<file path="src/rtl/word_sum_arbiter.sv">
// word_sum_arbiter: round-robin arbiter sharing one digit-sum datapath among R
// requesters. The granted word's digit sum is registered on a valid/ready result
// port together with the id of the requester that supplied it.
module word_sum_arbiter #(
  parameter int unsigned N     = 4,
  parameter int unsigned R     = 4,
  parameter int unsigned ID_W  = 2,
  parameter int unsigned CNT_W = 16
) (
  input  logic               clk_i,
  input  logic               rst_i,
  input  logic [R-1:0]       req_valid_i,
  input  logic [R*2*N-1:0]   req_word_i,
  output logic [R-1:0]       req_ready_o,
  output logic               res_valid_o,
  input  logic               res_ready_i,
  output logic [9:0]         res_sum_o,
  output logic [ID_W-1:0]    res_id_o,
  output logic [CNT_W-1:0]   served_cnt_o,
  output logic               busy_o
);

  typedef enum logic {StEmpty, StFull} state_e;

  state_e           state_q, state_d;
  logic [ID_W-1:0]  rr_ptr_q, rr_ptr_d;
  logic [9:0]       res_sum_q, res_sum_d;
  logic [ID_W-1:0]  res_id_q, res_id_d;
  logic [CNT_W-1:0] served_cnt_q, served_cnt_d;

  logic             can_accept;
  logic             grant_found;
  logic [ID_W-1:0]  grant_idx;
  logic             grant;
  logic [2*N-1:0]   grant_word;
  logic [9:0]       word_sum;

  // A full result register can only take a new word if it is drained this cycle.
  assign can_accept = (state_q == StEmpty) | res_ready_i;
  assign grant      = can_accept & grant_found & ~rst_i;

  // Round-robin search: first valid requester at or after rr_ptr, wrapping mod R.
  always_comb begin
    int unsigned cand;
    grant_found = 1'b0;
    grant_idx   = '0;
    for (int unsigned k = 0; k < R; k++) begin
      cand = int'(rr_ptr_q) + k;
      if (cand >= R) cand = cand - R;
      if (!grant_found && req_valid_i[cand[ID_W-1:0]]) begin
        grant_found = 1'b1;
        grant_idx   = cand[ID_W-1:0];
      end
    end
  end

  // Word selection and digit summation for the granted requester.
  always_comb begin
    grant_word = req_word_i[int'(grant_idx)*2*N +: 2*N];
    word_sum   = '0;
    for (int unsigned k = 0; k < N; k++) begin
      word_sum = word_sum + 10'(grant_word[2*k +: 2]);
    end
  end

  // One-hot ready toward the granted requester.
  always_comb begin
    req_ready_o = '0;
    if (grant) req_ready_o[grant_idx] = 1'b1;
  end

  // Datapath next-state: capture on grant, otherwise hold.
  always_comb begin
    rr_ptr_d     = rr_ptr_q;
    res_sum_d    = res_sum_q;
    res_id_d     = res_id_q;
    served_cnt_d = served_cnt_q;
    if (grant) begin
      res_sum_d    = word_sum;
      res_id_d     = grant_idx;
      rr_ptr_d     = (grant_idx == ID_W'(R - 1)) ? '0 : grant_idx + 1'b1;
      served_cnt_d = served_cnt_q + 1'b1;
    end
  end

  // FSM next-state: EMPTY/FULL tracks occupancy of the result register.
  always_comb begin
    state_d = state_q;
    unique case (state_q)
      StEmpty: if (grant) state_d = StFull;
      StFull: begin
        if (grant)            state_d = StFull;
        else if (res_ready_i) state_d = StEmpty;
      end
      default: state_d = StEmpty;
    endcase
  end

  // State and datapath registers with synchronous reset.
  always_ff @(posedge clk_i) begin
    if (rst_i) begin
      state_q      <= StEmpty;
      rr_ptr_q     <= '0;
      res_sum_q    <= '0;
      res_id_q     <= '0;
      served_cnt_q <= '0;
    end else begin
      state_q      <= state_d;
      rr_ptr_q     <= rr_ptr_d;
      res_sum_q    <= res_sum_d;
      res_id_q     <= res_id_d;
      served_cnt_q <= served_cnt_d;
    end
  end

  // FSM outputs and status.
  always_comb begin
    res_valid_o  = (state_q == StFull);
    res_sum_o    = res_sum_q;
    res_id_o     = res_id_q;
    served_cnt_o = served_cnt_q;
    busy_o       = (state_q == StFull) | (|req_valid_i);
  end

endmodule
</file>
<file path="config.mk">
export PLATFORM = sky130hd
export DESIGN_NAME = word_sum_arbiter
export DESIGN_NICKNAME = d
export VERILOG_FILES = /design/src/rtl/word_sum_arbiter.sv
export SDC_FILE = /design/constraint.sdc
export NUM_CORES = 1
export LEC_CHECK = 0
export BUFFER_PORTS_ARGS = -buffer_cell sky130_fd_sc_hd__buf_2
export CORE_UTILIZATION = 45
export CTS_CLUSTER_SIZE = 8
export DETAILED_ROUTE_END_ITERATION = 8
export GPL_TIMING_DRIVEN = 0
export PLACE_DENSITY = 0.76
export SYNTH_ARGS = -nofsm -noshare
export SYNTH_HDL_FRONTEND = slang
export SYNTH_SLANG_ARGS = --single-unit
</file>
<file path="constraint.sdc">
create_clock -name clk_i -period 5.9 [get_ports clk_i]
set_input_delay 1.77 -clock clk_i [delete_from_list [all_inputs] [get_ports clk_i]]
set_output_delay 1.77 -clock clk_i [all_outputs]
set_load 0.1 [all_outputs]
</file>
==> results.md, run 1 <==
- The cell that appears most often on the critical path is sky130_fd_sc_hd__buf_2.
- The total overflow left after global routing is 0.
- With fillers left out, the area of the finished cells amounts to about 2200 sq um.
- The die outline width is between 60 and 70 um.
- The minimum clock period is approximately 5.2 ns.
- The average size of a mapped cell is 9.53 sq um.
- The clock arrives with roughly 0.0021 ns of skew.
- For the pin with the worst max-slew slack, the measured transition is between 0.6 and 0.7 ns.
- The type of the worst setup path is input pin to primary output.
- The relative max-transition margin is between 50% and 60%.
- Leaving out fill and tap cells, the most frequent cell in the layout is sky130_fd_sc_hd__buf_2.
- In this run the number of H-tree levels came out at 1.
- The initial antenna violation count is 0.
- In the routed design, unresolved DRC markers number 0.
- The peak supply drop is around 0.32 mV.
- In this run the worst hold path is classified as register to register.
- Synthesis handed over a netlist of about 180 instances.
- The row count is 22.
- The run finished with clean final reports.
- In this run, placement finished with an instance count of ~300.
- The number of pins with negative max-slew slack in the final report came to 0.
- Power comes to between 0.6 and 0.7 mW.
- The top cell types in the final layout, fill and taps aside, are 67 x sky130_fd_sc_hd__buf_2, 25 x sky130_fd_sc_hd__dfxtp_1, 19 x sky130_fd_sc_hd__mux2i_1, 18 x sky130_fd_sc_hd__nor2_1, 14 x sky130_fd_sc_hd__nand2_1.
- The clock sink total is 25.
- The clock passes through at most 2 buffers.
- The slowest stage of the critical path belongs to the cell sky130_fd_sc_hd__buf_2.
- Setup repair after global routing left no endpoint under its margin.
- The synthesized flop and latch total is 25.
- The post-route worst hold slack is roughly 0.46 ns.
- The tool flagged a number of max-cap violations equal to 0.
- The critical path data required time is 4.13 ns.
- The post-CTS setup buffer count is 0.
- Global routing consumed, over all layers together, 17.5% of the routing resources.
- In the final timing run, aggregate negative setup slack is 0 ns.
- The share of the cycle needed by the critical path after routing is roughly 88%.
- From synthesis to final layout, the design area changed by 26.0%.
- Timing would allow up to 192 MHz.
- The clock reaches the later pin of the worst-skew pair after 0.27 ns.
- STA classifies the critical path startpoint as an input pin.
- The count of endpoints failing hold in the final timing report is 0.
- Post-CTS repair changed the size of 0 cells.
- The number of enable flip-flop cells after synthesis is 0.
- The fraction of the yosys area taken by sequential cells is 29.0%.
- The element type at the critical path end is a primary output.
- The die area is ~4100 sq um.
- The CTS root buffer is sky130_fd_sc_hd__clkbuf_8.
- The number of setup violations in the final report is 0.
- The number of different library cells in the post-synthesis netlist is 33.
- Summing all placed instances gives a cell area of 2130 sq um.
- After detailed routing, the average wire length per cell comes to roughly 11 um.
- The repair_antennas step left the layout with diodes totalling 0.
- The number of global-route vias before repair is about 1300.
- The remaining antenna violation count is 0.
- The layout net count is between 300 and 400.
- The power per standard cell area is approximately 320 nW/um^2.
- The arrival time at the worst endpoint is around 3.4 ns.
- Of all nets on the critical path, the largest fanout is 11.
- The quantity of I/O buffers inserted on ports is between 60 and 70.
- The count of yosys warnings during synthesis is 0.
- For this block, the routed nets add up to 3310 um of wire.
- Using the TritonRoute via totals, the vias-per-cell ratio works out to 4.76.
- The final weighted congestion in routability-driven placement is 0.742.
- Summed over all cells, the static leakage comes to about 1.0 nW.
- The first global-routing pass estimated roughly 5600 um of wire.
- Walking the worst path, the cells encountered are buf_2 > mux2i_1 > nor2_1 > a311oi_2 > buf_4 > ha_1 > and2_1 > buf_2.
- Counting the buffers created by CTS gives 3.
- The effective utilization at floorplan is a little under half.
- The async set-or-reset flop fraction in the synthesized netlist is 0%.
- In the synthesized netlist the dominant register cell turns out to be sky130_fd_sc_hd__dfxtp_1.
- For this block, the via count after detailed routing is approximately 1400.
- The number of iterations in the first detailed-routing pass is 4.
- The core region is around 3700 sq um.
- The largest single stage delay on the critical path is around 0.42 ns.
- The number of ports placed on the die boundary is 73.
- For this block, the initial DRC count from the detailed router was 65.
- The HPWL reported at the end of detailed placement is 2650 um.
- The clock input transition at the sequential cells of the worst setup and hold paths is ~0.08 ns.
- The cell area after synthesis is ~1700 sq um.
- The post-route netlist has 37.6% of its cells at a drive strength greater than 1.
- Entering global routing, the biggest net connects 14 pins.
- The TritonCTS clock tree is yes.
- From bottom edge to top edge, the die measures between 60 and 70 um.
- Hold repair after CTS inserted 0 buffers.
- The count of non-filler cells in the finished layout is approximately 300.
[layout make-up]
type / count / area, sq um
plain buffers: 14 / 121
well taps: 48 / 60.1
inverters: 9 / 33.8
repair buffers: 65 / 325
fillers: 334 / 1490
flip-flops and latches: 25 / 500
clock buffers: 4 / 45.0
multi-input cells: 138 / 1090
[path summary, 6_finish.rpt]
| kind | slack [ns] | to | startpoint | cells after the start |
|---|---|---|---|---|
| max | 0.69 | req_ready_o[3] | req_valid_i[0] | 8 |
| min reg2reg | 0.46 | res_sum_o[2] | res_sum_o[2] | 2 |
| min | 0.46 | res_sum_o[2] | res_sum_o[2] | 2 |
| max reg2reg | 2.20 | res_sum_o[2] | rr_ptr_q[1] | 12 |
[registers in the layout, indices dropped and copies added, names as in the netlist]
name and count:
res_sum_o 4, rr_ptr_q 2, res_valid_o 1, res_id_o 2, served_cnt_o 16
[metal layers]
metal	wire (um)	track usage [%]	share of wire (%)	vias to the layer above
li1	-	-	-	741
met1	1540	21.9	47	666
met2	1610	30.2	49	31
met3	117	3.21	3.5	4
met4	36	5.11	1.1	0
met5	0	0	0	-
[cells in the mapped netlist (2+ instances only)]
| cell type | count | area [sq um] |
|---|---|---|
| sky130_fd_sc_hd__clkbuf_1 | 2 | 7.51 |
| sky130_fd_sc_hd__a21oi_1 | 3 | 15.0 |
| sky130_fd_sc_hd__ha_1 | 7 | 87.6 |
| sky130_fd_sc_hd__nor4_4 | 2 | 42.5 |
| sky130_fd_sc_hd__inv_1 | 9 | 33.8 |
| sky130_fd_sc_hd__fa_1 | 4 | 80.1 |
| sky130_fd_sc_hd__xnor2_1 | 2 | 17.5 |
| sky130_fd_sc_hd__and3_1 | 4 | 25.0 |
| sky130_fd_sc_hd__xor2_1 | 13 | 114 |
| sky130_fd_sc_hd__nand2_1 | 14 | 52.6 |
| sky130_fd_sc_hd__mux2i_1 | 19 | 190 |
| sky130_fd_sc_hd__nand3_1 | 5 | 25.0 |
| sky130_fd_sc_hd__nand2b_1 | 10 | 62.6 |
| sky130_fd_sc_hd__buf_12 | 2 | 40.0 |
| sky130_fd_sc_hd__nand4_1 | 3 | 18.8 |
| sky130_fd_sc_hd__buf_4 | 7 | 52.6 |
| sky130_fd_sc_hd__and2_1 | 4 | 25.0 |
| sky130_fd_sc_hd__and4_1 | 2 | 17.5 |
| sky130_fd_sc_hd__nor2_1 | 18 | 67.6 |
| sky130_fd_sc_hd__dfxtp_1 | 25 | 500 |
| sky130_fd_sc_hd__buf_2 | 2 | 10.0 |
| sky130_fd_sc_hd__mux2_2 | 7 | 78.8 |
| sky130_fd_sc_hd__o21ai_1 | 7 | 35.0 |
[metrics by stage]
step                setup slack, ns  utilization, %
floorplan                     0.778               -
global placement              0.726            58.2
detailed placement            0.690            58.2
CTS                           0.690            59.4
global route                  0.582            59.4
finish                        0.695            59.4
[cell families (layout without fill, tap and decap cells)]
logic type / count (synthesis) / after routing / synth area share [%]
DFF: 25 / 25 / 29.0
and+or+nand+nor: 65 / 65 / 22.2
muxes: 26 / 26 / 15.6
buffers and inverters: 23 / 92 / 8.99
adders and majority gates: 11 / 11 / 9.72
other: 1 / 6 / 0.217
AOI/OAI and AO/OA: 15 / 15 / 6.67
xor gates and xnor gates: 15 / 15 / 7.61
[worst max-delay path, delay by kind of cell]
family / cells / cell delay (ns)
adders and majority gates: 1 / 0.16
buffers and inverters: 3 / 0.84
muxes: 1 / 0.13
AOI/OAI and AO/OA: 1 / 0.36
and+or+nand+nor: 2 / 0.18
[where the power goes]
| part | switching, mW | leakage (nW) | internal [mW] |
|---|---|---|---|
| Clock | 0.0525 | 0.0228 | 0.0483 |
| Sequential | 0.0133 | 0.204 | 0.189 |
| Combinational | 0.265 | 0.820 | 0.122 |
No activity file was read; power rests on OpenSTA's default activity.
==> run 2: changes to the inputs <==
--- a/config.mk
+++ b/config.mk
@@ -6,6 +6,7 @@
 export NUM_CORES = 1
 export LEC_CHECK = 0
 export BUFFER_PORTS_ARGS = -buffer_cell sky130_fd_sc_hd__buf_2
+export CORE_MARGIN = 2
 export CORE_UTILIZATION = 45
 export CTS_CLUSTER_SIZE = 8
 export DETAILED_ROUTE_END_ITERATION = 8
==> results.md, run 2 (synthesis results as in run 1) <==
- The category of cells accounting for the largest share of critical-path delay is buffers and inverters.
- CTS saw 25 sinks.
- Buffers inserted to repair hold after CTS numbered 0.
- The number of DRC violations after detailed routing is 0.
- The post-route standard cell area excluding fillers is 2170 sq um.
- The number of iterations in the first detailed-routing pass is 4.
- In the final routed layout, each cell accounts on average for approximately 11 um.
- The power per standard cell area is 318 nW/um^2.
- The reported net switching power is approximately 0.33 mW.
- The TritonCTS clock tree is yes.
- The type of the worst setup path is input pin to primary output.
- The accumulated negative setup slack is 0 ns.
- The critical path's largest stage delay is around 0.42 ns.
- Setup violations remaining at the end of the flow were counted as 0.
- Leaving out fill and tap cells, the most frequent cells in the layout are 67 x sky130_fd_sc_hd__buf_2, 25 x sky130_fd_sc_hd__dfxtp_1, 19 x sky130_fd_sc_hd__mux2i_1, 18 x sky130_fd_sc_hd__nor2_1, 14 x sky130_fd_sc_hd__nand2_1.
- The element type at the critical path end is a primary output.
- The number of setup buffers added after CTS is 0.
- The type of the worst min-delay path is register to register.
- The floorplan core area is 3660 sq um.
- The aggregate global-route resource usage is 17.6%.
- After layout, the design draws a total of 0.692 mW.
- Setup repair after global routing left no endpoint under its margin.
- The worst-margin pin slew is around 0.69 ns.
- The pin count of the biggest net entering global routing is 14.
- Summed over all layers, the routed wires come to roughly 3500 um.
- Net switching is 48.0% of the power.
- The number of buffer and inverter stages on the critical path is 3.
- Walking the worst path, the cells encountered are buf_2 > mux2i_1 > nor2_1 > a311oi_2 > buf_4 > ha_1 > and2_1 > buf_2.
- In the final layout, the share of cells above drive strength 1 is a little under two fifths.
- The count of nets left with antenna violations once routing finished came out at 0.
- The detailed router finished its first iteration with 23 violations.
- The share of the cycle needed by the critical path after routing is roughly 90%.
- The row count is 22.
- Global routing finished with a remaining overflow of 0.
- The tool flagged a number of max-cap violations equal to 0.
- For the worst setup path, the data required time is between 4 and 5 ns.
- The CTS root buffer is sky130_fd_sc_hd__clkbuf_8.
- Cell internal power was estimated by the tool at 0.360 mW.
- In this run, post-CTS repair resized a total of 0 instances.
- The sequential group share of total power is between 20% and 30%.
- Leaving out fill and tap cells, the most frequent cell in the layout is sky130_fd_sc_hd__buf_2.
- The vias after detailed routing is about 1400.
- The die outline width is about 66 um.
- The initial antenna violation count was 0.
- By instance count, the cell type seen most on the critical path is sky130_fd_sc_hd__buf_2.
- The routed via count divided by cell count is ~4.8.
- The clock network accounts for ~14% of the total power.
- The flip-flop count of the largest register after layout is 16.
- The cell area reported after detailed placement is approximately 2100 sq um.
- The maximum buffer depth of the clock tree is 2.
- The number of pins with negative max-slew slack in the final report was 0.
- The layout net count is ~300.
- The largest clock skew in the final design is between 0.002 and 0.0025 ns.
- The minimum clock period is approximately 5.2 ns.
- The number of global-route vias before repair is around 1400.
- The die covers ~4300 sq um.
- In this run the worst path has a maximum fanout of 11.
- The number of clock buffers added by TritonCTS is 3.
- The relative area change from synthesis to final layout is 26.0%.
- In this run the tool buffered the top-level ports with between 60 and 70 buffer cells.
- The height of the chip is about 66 um.
- The clock input transition at the sequential cells of the worst setup and hold paths is around 0.080 ns.
- The peak supply drop is 0.313 mV.
- Data on the critical path arrives at its endpoint at roughly 3.4 ns.
- The count of endpoints failing hold in the final timing report is 0.
- In this run the tightest slew margin relative to its limit is roughly 54%.
- 73 I/O pins were placed.
- The first global-routing pass estimated between 6000 and 7000 um of wire.
- The repair_antennas step left the layout with diodes totalling 0.
- For this design, the slowest cell found on the critical path is sky130_fd_sc_hd__buf_2.
- The leakage power is roughly 1.0 nW.
- The worst setup path is launched from an input pin.
- The effective utilization at floorplan is between 40% and 50%.
- The maximum achievable frequency is between 150 and 200 MHz.
- Of the total power, combinational logic draws around 56%.
- The maximum level of the CTS H-tree is 1.
- The run finished with clean final reports.
- Detailed placement finished with a half-perimeter wire length of 2780 um.
- The final weighted congestion in routability-driven placement is between 0.7 and 0.8.
- The clock reaches the later pin of the worst-skew pair after 0.26 ns.
-- run 2: cell counts in the layout (fill, tap and decap cells not counted) --
No cell type changed its count.
-- run 2: worst register-to-register path: cells and delay by family (launching register included) --
| kind | cells | cell delay (ns) |
|---|---|---|
| flip-flops | 1 | 0.47 |
| AO/OA/AOI/OAI | 2 | 0.42 |
| multiplexers | 2 | 0.59 |
| AND/OR/NAND/NOR | 2 | 0.11 |
| adder cells (fa/ha/maj) | 4 | 1.76 |
| buffers and inverters | 2 | 0.31 |
-- run 2: final timing paths --
check,depth (start not counted),start,slack (ns),end
max reg2reg,12,rr_ptr_q[1],2.19,res_sum_o[2]
min,2,res_sum_o[2],0.47,res_sum_o[2]
min reg2reg,2,res_sum_o[2],0.47,res_sum_o[2]
max,8,req_valid_i[0],0.73,req_ready_o[1]
-- run 2: cell type report --
type	instances	area, sq um
fill	328	1490
multi-input combinational	138	1090
sequential	25	500
timing repair buffer	65	325
buffer	14	121
tap	48	60.1
clock buffer	4	45.0
inverter	9	33.8
-- run 2: per-layer routing --
| layer | wire [um] | global-route usage (%) | share of wire (%) | vias up |
|---|---|---|---|---|
| met5 | 0 | 0 | 0 | - |
| met4 | 14 | 4.17 | 0.41 | 0 |
| met3 | 158 | 3.24 | 4.6 | 2 |
| met2 | 1740 | 31.9 | 50 | 28 |
| met1 | 1540 | 21.4 | 45 | 667 |
| li1 | - | - | - | 744 |
-- run 2: per-stage QoR --
stage	cells	hold WS (ns)	utilization [%]	setup WS (ns)
2_1_floorplan	186	0.510	-	0.778
3_3_place_gp	299	0.450	58.2	0.715
3_5_place_dp	299	0.457	58.2	0.701
4_1_cts	303	0.472	59.4	0.697
5_1_grt	303	0.489	59.4	0.587
6_report	303	0.469	59.4	0.725
-- run 2: power groups by stage --
stage	clock [mW]	sequential, mW	combinational (mW)
after floorplan	0	0.324	0.205
after global placement	0	0.206	0.386
after detailed placement	0	0.206	0.395
after CTS	0.102	0.202	0.397
after global routing	0.109	0.205	0.429
final	0.0986	0.202	0.391
==> run 3: changes to the inputs <==
--- a/config.mk
+++ b/config.mk
@@ -5,13 +5,14 @@
 export SDC_FILE = /design/constraint.sdc
 export NUM_CORES = 1
 export LEC_CHECK = 0
+export ABC_AREA = 1
 export BUFFER_PORTS_ARGS = -buffer_cell sky130_fd_sc_hd__buf_2
 export CORE_MARGIN = 2
 export CORE_UTILIZATION = 45
 export CTS_CLUSTER_SIZE = 8
 export DETAILED_ROUTE_END_ITERATION = 8
 export GPL_TIMING_DRIVEN = 0
-export PLACE_DENSITY = 0.76
+export PLACE_DENSITY = 0.74
 export SYNTH_ARGS = -nofsm -noshare
 export SYNTH_HDL_FRONTEND = slang
 export SYNTH_SLANG_ARGS = --single-unit
==> results.md, run 3 <==
- The number of pins with negative max-slew slack in the final report came to 0.
- The run finished with clean final reports.
- The post-route standard cell area excluding fillers is ~2400 sq um.
- Measured along the y axis, the die boundary spans roughly 70 um.
- Summing all placed instances gives a cell area of 2350 sq um.
- The worst setup path is launched from an input pin.
- The routed design has between 4000 and 5000 um of wire.
- The number of iterations in the first detailed-routing pass is 4.
- The register with the most flip-flops in the layout has 16 of them.
- The area of the multi-input gates is approximately 1200 sq um.
- The total area of sequential cells is ~500 sq um.
- After layout, the worst path uses ~90% of the clock period.
- The type of the worst setup path is input pin to primary output.
- The fill cell total of the finished layout is 405.
- Yosys mapped a number of flops with a built-in enable equal to 0.
- 0 antenna diodes ended up in the layout.
- The effective utilization at floorplan is 47.5%.
- Tracing the worst setup path back leads to its startpoint at req_valid_i[3].
- In the global route stage, overall resource usage came out at about a fifth.
- sky130_fd_sc_hd__nand2_1 is the most common cell in the netlist.
- The initial antenna violation count is 0.
- In the routed design, unresolved DRC markers number 0.
- After clock tree synthesis, the clock-pin slew on the worst setup and hold paths is ~0.08 ns.
- The proportion of netlist area held by the largest area contributor is about a quarter.
- Sequential cells were found to cover between 20% and 30% of the synthesized design area.
- The number of setup violations in the final report is 0.
- Including well taps, the total number of placed cells is 430.
- The quantity of I/O buffers inserted on ports is 66.
- The accumulated negative setup slack is 0 ns.
- The reported net switching power is about 0.54 mW.
- The number of different library cells in the post-synthesis netlist is 33.
- The startpoint identified for the worst hold timing path is res_sum_o[0].
- The detail route stage leaves a number of antenna-violating nets equal to 0.
- The count of endpoints failing hold in the final timing report is 0.
- The tree built by TritonCTS fans out to 25 sinks.
- Data on the critical path is required at its endpoint by between 4 and 5 ns.
- The count of yosys warnings during synthesis is 0.
- The share of final-layout standard cells stronger than drive strength 1 is 24.5%.
- The layout net count is around 440.
- Leaving out fill and tap cells, the most frequent cell in the layout is sky130_fd_sc_hd__nand2_1.
- Summed over all cells, the static leakage comes to about 1.4 nW.
- The clock period could shrink to 5.40 ns.
- For this design, the CTS-stage hold fixing added 0 buffers.
- Counting flops with an async set or reset pin after synthesis yields a share of 0%.
- The post-synthesis cell type with the largest combined area is sky130_fd_sc_hd__dfxtp_1.
- The core region is 4090 sq um.
- The number of ports placed on the die boundary is 73.
- Gates resized during post-CTS repair numbered 0.
- By area the synthesized netlist is led by sky130_fd_sc_hd__dfxtp_1 26%, sky130_fd_sc_hd__nand2_1 19%, sky130_fd_sc_hd__inv_1 7.9%.
- The first global-routing pass estimated about 8000 um of wire.
- The total overflow left after global routing is 0.
- The congestion estimate from routability-driven global placement came to about 0.8.
- Setup repair after global routing left no endpoint under its margin.
- The die covers about 4900 sq um.
- The vias after detailed routing is about 2100.
- Per report_power, the sequential group accounts for 20.5% of the total.
- The initial detailed-routing violation count is around 200.
- The synthesized flop and latch total is 25.
- The maximum buffer depth of the clock tree is 2.
- Power spread over the standard cell area amounts to 410 nW/um^2.
- In this run the cell area of the synthesized design comes to ~1900 sq um.
- In the layout the commonest cells are 96 x sky130_fd_sc_hd__nand2_1, 71 x sky130_fd_sc_hd__buf_2, 41 x sky130_fd_sc_hd__inv_1, 27 x sky130_fd_sc_hd__nand3_1, 25 x sky130_fd_sc_hd__dfxtp_1.
- The routed via count divided by cell count is between 4 and 5.
- The relative area change from synthesis to final layout is 23.5%.
- The arrival time at the worst endpoint is around 3.6 ns.
- The cell-internal power is ~0.45 mW.
- The later-pin clock latency in the skew report is between 0.2 and 0.3 ns.
- In this run the number of H-tree levels came out at 1.
- Entering global routing, the biggest net connects 14 pins.
- Based on the critical path, the design can be clocked at up to between 150 and 200 MHz.
- In this run the critical register-to-register path is launched from rr_ptr_q[0].
- The worst hold path belongs to the class register to register.
- The cell count after synthesis came out at between 300 and 400.
- The count of non-filler cells in the finished layout is about 430.
- The HPWL reported at the end of detailed placement is 3800 um.
- The CTS root buffer is sky130_fd_sc_hd__clkbuf_8.
- The peak supply drop is 0.177 mV.
- Among all flip-flop cells after synthesis, the most frequent one is sky130_fd_sc_hd__dfxtp_1.
- Across the run, the number of max-cap violations was 0.
- The number of global-route vias before repair is about 1900.
- The share of total power dissipated in the clock network is approximately a tenth.
- The TritonCTS clock tree is yes.
- Sorting the synthesized cells by how often they occur yields 96 x sky130_fd_sc_hd__nand2_1, 41 x sky130_fd_sc_hd__inv_1, 27 x sky130_fd_sc_hd__nand3_1.
- The post-CTS setup buffer count is 0.
- Along the worst path, the maximum fanout reaches 11.
- The worst setup path is captured at a primary output.
- The utilization after layout is around three fifths.
- Dividing the detail-routed wire length by the instance count gives around 11 um.
- Combinational cells account for around 69% of the total power.
- The floorplan step set the die width to approximately 70 um.
- Counting the buffers created by CTS gives 3.
- The clock arrives with 0.00230 ns of skew.
- After floorplanning, the core was divided into 23 placement rows.
- Net switching is a little over half of the power.
- The average size of a mapped cell is between 6 and 7 sq um.
==> run 3: cell types whose count changed after synthesis, moves of 8 or more <==
cell | previous run | this run
sky130_fd_sc_hd__inv_1 | 9 | 41
sky130_fd_sc_hd__mux2i_1 | 19 | 0
sky130_fd_sc_hd__nand3_1 | 5 | 27
sky130_fd_sc_hd__o21ai_0 | 0 | 8
sky130_fd_sc_hd__nand4_1 | 3 | 21
sky130_fd_sc_hd__nor3_1 | 0 | 8
sky130_fd_sc_hd__nand2_1 | 14 | 96
sky130_fd_sc_hd__xor2_1 | 13 | 0
sky130_fd_sc_hd__nand2b_1 | 10 | 0
==> run 3: logic make-up (layout without fill, tap and decap cells) <==
logic type	Yosys count	count (layout)	synth area share (%)
and+or+nand+nor	182	182	42.6
buffers and inverters	64	134	14.9
AOI/OAI and AO/OA	25	25	7.35
DFF	25	25	25.8
adders and majority gates	11	11	8.65
other	1	6	0.193
xor gates and xnor gates	1	1	0.452
==> run 3: stage by stage <==
stage / power, mW / hold slack [ns] / setup WS, ns
after global placement: 0.888 / 0.458 / 0.520
after floorplan: 0.754 / 0.518 / 0.0904
after global routing: 1.10 / 0.501 / 0.276
final: 0.984 / 0.467 / 0.501
after detailed placement: 0.884 / 0.461 / 0.514
after CTS: 0.990 / 0.472 / 0.506
==> run 3: power groups by stage <==
stage          registers [mW]  clock network, mW  logic, mW
2_1_floorplan           0.315                  0      0.439
3_3_place_gp            0.205                  0      0.683
3_5_place_dp            0.206                  0      0.678
4_1_cts                 0.202              0.104      0.684
5_1_grt                 0.205              0.110      0.786
6_report                0.202              0.102      0.680
==> run 3: area by class of cell <==
class | instances | area share, %
Multi-Input combinational cell | 225 | 48.8
Sequential cell | 25 | 20.9
Timing Repair Buffer | 66 | 13.8
Inverter | 46 | 7.42
Buffer | 18 | 4.65
Tap cell | 50 | 2.61
Clock buffer | 4 | 1.88
==> run 3: worst paths after layout <==
kind	slack (ns)	endpoint	depth (start not counted)
setup reg to reg	2.30	res_sum_o[2]	19
hold reg to reg	0.47	res_sum_o[0]	2
setup / recovery	0.50	req_ready_o[0]	13
hold / removal	0.47	res_sum_o[0]	2
==> run 3: critical path, cell delays in order <==
cell and delay (ns):
sky130_fd_sc_hd__buf_2 0.10, sky130_fd_sc_hd__inv_1 0.09, sky130_fd_sc_hd__nand2_1 0.08, sky130_fd_sc_hd__nand3_1 0.10, sky130_fd_sc_hd__nand2_1 0.09, sky130_fd_sc_hd__nor2_1 0.18, sky130_fd_sc_hd__nand4_1 0.10, sky130_fd_sc_hd__nand2_1 0.10
sky130_fd_sc_hd__buf_2 0.24, sky130_fd_sc_hd__ha_1 0.18, sky130_fd_sc_hd__inv_1 0.04, sky130_fd_sc_hd__nor2_1 0.11, sky130_fd_sc_hd__buf_2 0.44
==> run 3: layer usage <==
| metal | vias up | GRT usage, % | wire length [um] |
|---|---|---|---|
| met4 | 0 | 4.49 | 51 |
| met3 | 5 | 1.45 | 240 |
| met1 | 919 | 29.0 | 2350 |
| met5 | - | 0 | 0 |
| li1 | 1129 | - | - |
| met2 | 56 | 31.7 | 2170 |
